<file path="src/rtl/act_stack.sv">
// Accumulator with registered flags and a DEPTH-entry LIFO for saving and restoring the accumulator.
// Define ACT_SAT_EN to make ADD/SUB saturate as unsigned instead of wrapping.
module act_stack #(
  parameter int unsigned WIDTH = 4,
  parameter int unsigned DEPTH = 4,
  localparam int unsigned SP_W = $clog2(DEPTH + 1)
) (
  input  logic             C_i,
  input  logic             rst_i,
  input  logic             en_i,
  input  logic [2:0]       op_i,
  input  logic [WIDTH-1:0] d_i,
  output logic [WIDTH-1:0] acc_o,
  output logic             cy_o,
  output logic             z_o,
  output logic             ov_o,
  output logic [SP_W-1:0]  sp_o,
  output logic             empty_o,
  output logic             full_o,
  output logic             err_o
);

  localparam logic [2:0] OP_NOP  = 3'b000;
  localparam logic [2:0] OP_LOAD = 3'b001;
  localparam logic [2:0] OP_ADD  = 3'b010;
  localparam logic [2:0] OP_SUB  = 3'b011;
  localparam logic [2:0] OP_SHL  = 3'b100;
  localparam logic [2:0] OP_SHR  = 3'b101;
  localparam logic [2:0] OP_PUSH = 3'b110;
  localparam logic [2:0] OP_POP  = 3'b111;

  logic [WIDTH-1:0] acc_q, acc_d;
  logic             cy_q, cy_d;
  logic             ov_q, ov_d;
  logic             z_q, z_d;
  logic [SP_W-1:0]  sp_q, sp_d;
  logic             empty_q, empty_d;
  logic             full_q, full_d;
  logic             err_q, err_d;
  logic             push_ok;
  logic [WIDTH-1:0] pop_val;
  logic [WIDTH:0]   sum, diff;
  logic [WIDTH-1:0] stack_q [DEPTH];

  assign sum  = {1'b0, acc_q} + {1'b0, d_i};
  assign diff = {1'b0, acc_q} - {1'b0, d_i};

  // Top-of-stack read: entry sp-1
  always_comb begin
    pop_val = '0;
    for (int i = 0; i < DEPTH; i++) begin
      if (sp_q == SP_W'(i + 1)) pop_val = stack_q[i];
    end
  end

  // Next-state and flag computation
  always_comb begin
    acc_d   = acc_q;
    cy_d    = cy_q;
    ov_d    = ov_q;
    sp_d    = sp_q;
    z_d     = z_q;
    empty_d = empty_q;
    full_d  = full_q;
    err_d   = 1'b0;
    push_ok = 1'b0;
    if (en_i) begin
      case (op_i)
        OP_NOP: ;
        OP_LOAD: begin
          acc_d = d_i;
          cy_d  = 1'b0;
          ov_d  = 1'b0;
        end
        OP_ADD: begin
`ifdef ACT_SAT_EN
          acc_d = sum[WIDTH] ? '1 : sum[WIDTH-1:0];
`else
          acc_d = sum[WIDTH-1:0];
`endif
          cy_d  = sum[WIDTH];
          ov_d  = (acc_q[WIDTH-1] == d_i[WIDTH-1]) && (sum[WIDTH-1] != acc_q[WIDTH-1]);
        end
        OP_SUB: begin
`ifdef ACT_SAT_EN
          acc_d = diff[WIDTH] ? '0 : diff[WIDTH-1:0];
`else
          acc_d = diff[WIDTH-1:0];
`endif
          cy_d  = diff[WIDTH];
          ov_d  = (acc_q[WIDTH-1] != d_i[WIDTH-1]) && (diff[WIDTH-1] != acc_q[WIDTH-1]);
        end
        OP_SHL: begin
          acc_d = {acc_q[WIDTH-2:0], 1'b0};
          cy_d  = acc_q[WIDTH-1];
          ov_d  = 1'b0;
        end
        OP_SHR: begin
          acc_d = {1'b0, acc_q[WIDTH-1:1]};
          cy_d  = acc_q[0];
          ov_d  = 1'b0;
        end
        OP_PUSH: begin
          if (full_q) err_d = 1'b1;
          else begin
            push_ok = 1'b1;
            sp_d    = sp_q + SP_W'(1);
          end
        end
        OP_POP: begin
          if (empty_q) err_d = 1'b1;
          else begin
            acc_d = pop_val;
            sp_d  = sp_q - SP_W'(1);
          end
        end
        default: ;
      endcase
      z_d     = (acc_d == '0);
      empty_d = (sp_d == '0);
      full_d  = (sp_d == SP_W'(DEPTH));
    end
  end

  always_ff @(posedge C_i or negedge rst_i) begin
    if (!rst_i) begin
      acc_q   <= '0;
      cy_q    <= 1'b0;
      ov_q    <= 1'b0;
      z_q     <= 1'b1;
      sp_q    <= '0;
      empty_q <= 1'b1;
      full_q  <= 1'b0;
      err_q   <= 1'b0;
    end else begin
      acc_q   <= acc_d;
      cy_q    <= cy_d;
      ov_q    <= ov_d;
      z_q     <= z_d;
      sp_q    <= sp_d;
      empty_q <= empty_d;
      full_q  <= full_d;
      err_q   <= err_d;
    end
  end

  // LIFO storage is never read while empty, so it carries no reset
  always_ff @(posedge C_i) begin
    if (push_ok) begin
      for (int i = 0; i < DEPTH; i++) begin
        if (sp_q == SP_W'(i)) stack_q[i] <= acc_q;
      end
    end
  end

  assign acc_o   = acc_q;
  assign cy_o    = cy_q;
  assign ov_o    = ov_q;
  assign z_o     = z_q;
  assign sp_o    = sp_q;
  assign empty_o = empty_q;
  assign full_o  = full_q;
  assign err_o   = err_q;

endmodule

</file>
<file path="config.mk">
export PLATFORM = sky130hd
export DESIGN_NAME = act_stack
export DESIGN_NICKNAME = d
export VERILOG_FILES = /design/src/rtl/act_stack.sv
export SDC_FILE = /design/constraint.sdc
export NUM_CORES = 1
export LEC_CHECK = 0
export ABC_AREA = 0
export CAP_MARGIN = 0
export CORE_AREA = 2 2 71 73
export DETAILED_ROUTE_END_ITERATION = 6
export DIE_AREA = 0 0 73 75
export PLACE_DENSITY = 0.65
export REMOVE_ABC_BUFFERS = 1
export SLEW_MARGIN = 15
export SYNTH_ARGS = -nofsm -noshare
export SYNTH_HDL_FRONTEND = slang
export SYNTH_SLANG_ARGS = --single-unit
</file>
<file path="constraint.sdc">
create_clock -name C_i -period 3.1 [get_ports C_i]
set_clock_uncertainty 0.1 [all_clocks]
set_input_delay 0.93 -clock C_i [delete_from_list [all_inputs] [get_ports C_i]]
set_output_delay 0.93 -clock C_i [all_outputs]
set_load 0.005 [all_outputs]
</file>
==> metrics <==
Max Slew Vio Count=0; Site Rows=25; top-count cell post-synth=o21ai_0; Synth Area in Adders=a little over a tenth; synth cell count leaders=18 x o21ai_0, 17 x inv_1, 17 x nand2_1, 16 x edfxtp_1; Worst Setup Start Kind=input port; sequential fraction of the synthesis area=39.0%; global placer's final weighted congestion=0.880; clock power share=roughly 20%; CP bufs+invs=2; gr usage total=between 20% and 30%; Synth Area per Inst=between 9 and 10 sq um; hold crit path type=register to register; critical path's top delay family=compound AO/OA/AOI/OAI gates; met1 WL=approximately 2.3 mm; TritonCTS clock tree=built; initial drt markers=between 150 and 200; post-synthesis simple-gate area fraction=16.9%; number of flops mapped to enable cells by yosys=16; worst-path fanout max=2; Critical-path top delay cell=clkdlybuf4s50_1; CTS Buf Count=5; crit end category=register; Core Area=approximately 4700 sq um; final hold vios=0; # setup viols final=0; number of port buffers=22; vias per cell=5.80; Sequential Area=roughly 810 sq um; Placed Area=about 2500 sq um; switch share=between 30% and 40%; Syn Inst Count=around 220; area of the multi-input gates=between 1000 and 1500 sq um; # Max-Cap Violations=0; Pint=911 uW; buffers from clock root to sink, at most=2; FF+latch count, synth=29; Initial Util=around 45%; 1st-pass router iterations=4; clock latency on the worst-skew pair=roughly 0.27 ns; combinational group share of total power=approximately two fifths; Clock Sinks=29; largest net degree at the start of global routing=21; Synth Area in Compound Gates=~22%; drc violations=0; Reg clk slew, reported paths=~0.060 ns; I/O pin total=23; Routed Antenna Nets=0; max frequency=~0.33 GHz; share of cells above drive strength 1=between 10% and 20%; DR top layer=met4; Netlist cell types=58; Syn-to-layout area delta=23.5%; Synth warnings=0; antenna cells=0; number of hold buffers added after cts=0; PD cells=546 nW/um^2; Final min period=around 3.0 ns; Switch Pwr=487 uW; largest family of logic cells by synthesized area=compound AO/OA/AOI/OAI gates; critical path data required time=~3.2 ns; ys async rst share=44.8%; Worst EP arrival=3.05 ns; Post-Route WL=5.12 mm; post-synth top area share=a little under a quarter; routed length per instance=approximately 16 um; Vias=~1800; Top FF cell, synth=edfxtp_1; CP cell instances=clkdlybuf4s50_1 > inv_1 > fa_2 > nand2b_4 > a2111o_1 > a311o_1 > o211a_1 > mux2_2; met2 WL=~2.5 mm; final cycle utilization of the critical path=96.7%; Synth area leader=edfxtp_1; vias in the first global route=1686; setup TNS=0 ns; GRT overflow=0; detailed placement HPWL=approximately 3.9 mm; Die Y-Extent=~75 um; first-pass GRT wire length=approximately 8.4 mm; RSZ-0062 raised after global routing=false; fin area=approximately 2600 sq um; Die Width=73 um; top cells by area, synth=edfxtp_1 23%, dfrtp_1 13%, ha_1 9.0%, o21ai_0 4.3%, a21oi_1 3.6%; Fill cells=433; Worst Tran Pin Value=0.598 ns; fin nets=about 290; post-synthesis mux area share=3.08%; mapped cell area=roughly 2100 sq um; Worst slew margin=roughly 60%; met3 wire len=about 280 um; P_leak=between 0.001 and 0.0015 uW; H-Tree Depth=2; VDD IR max=roughly 0.38 mV; Tot Pwr=1400 uW; Sequential Power Share=39.1%; initial antenna violation count=0; die area=5480 sq um; post-synthesis xor/xnor area fraction=under 10%; outcome=complete, no violations; Setup Crit Path Kind=input port to register; Root Buffer=clkbuf_8; slowest stage delay, CP=approximately 0.47 ns
-- worst min-delay path: stages, from the launching register on --
cell and delay (ns):
dfrtp_1 0.34, nand2_1 0.05, o21ai_0 0.06
-- routing by layer --
layer  vias to the layer above  global-route usage, %
met5                         -                      0
met4                         0                   4.73
met3                         6                   3.61
met2                        40                   32.5
met1                       878                   28.9
li1                        887                      -
-- sequential cells by signal, indices dropped and copies added, names as in the netlist --
name     flops
empty_o      1
sp_o         3
err_o        1
cy_o         1
full_o       1
ov_o         1
acc_o        4
z_o          1
stack_q     16
-- cell usage in the layout (no fill, tap or decap), types with 5 or more instances in the layout --
master / netlist / routed
nor2_1: 11 / 11
clkbuf_8: 0 / 5
nand2_1: 17 / 17
a21oi_1: 15 / 15
nor2b_1: 5 / 5
buf_4: 1 / 21
nand3_1: 10 / 10
ha_1: 15 / 14
clkdlybuf4s50_1: 0 / 21
inv_1: 17 / 17
edfxtp_1: 16 / 16
o21ai_0: 18 / 18
dfrtp_1: 11 / 11
-- repair_timing --
action,4_1_cts,5_1_grt
pin swaps,3,2
gates cloned,0,0
setup endpoints to repair,2,2
resized for setup,4,0
hold endpoints to repair,0,0
buffers inserted,1,0
-- power by group through the flow --
stage	Clock, uW	Sequential [uW]	Combinational [uW]
floorplan	0	547	299
global placement	0	554	551
detailed placement	0	554	561
CTS	287	548	573
global route	303	557	636
finish	281	547	570
-- per-stage QoR --
stage / hold slack, ns / util [%] / cells / worst slack [ns]
4_1_cts: 0.394 / 55.0 / 312 / 0.00520
3_3_place_gp: 0.376 / 52.9 / 304 / -0.386
3_5_place_dp: 0.374 / 52.9 / 304 / -0.418
2_1_floorplan: 0.373 / - / 207 / 0.158
5_1_grt: 0.410 / 55.0 / 312 / 0.0316
6_report: 0.385 / 55.0 / 312 / 0.102
-- kinds of logic after synthesis --
kind of cell	Yosys count
XOR/XNOR	3
multiplexers	6
adder cells (fa/ha/maj)	17
flip-flops	29
AND/OR/NAND/NOR	66
buffers and inverters	29
AO/OA/AOI/OAI	68
-- path summary, 6_finish.rpt --
check,startpoint,endpoint,slack [ns],depth (start not counted)
setup / recovery,d_i[1],acc_o[2],0.10,8
hold / removal,ov_o,ov_o,0.38,2
setup reg to reg,sp_o[0],acc_o[2],0.50,8
hold reg to reg,ov_o,ov_o,0.38,2
max in group asynchronous,rst_i,acc_o[2],1.57,1
min in group asynchronous,rst_i,sp_o[1],0.94,1
-- layout make-up --
type                       count  area share (%)
clock buffer                   6            2.83
clock inverter                 1           0.146
inverter                      18            2.64
multi-input combinational    160            44.7
sequential                    29            31.5
tap                           54            2.64
timing repair buffer          44            15.5
No activity file was read; power rests on OpenSTA's default activity.
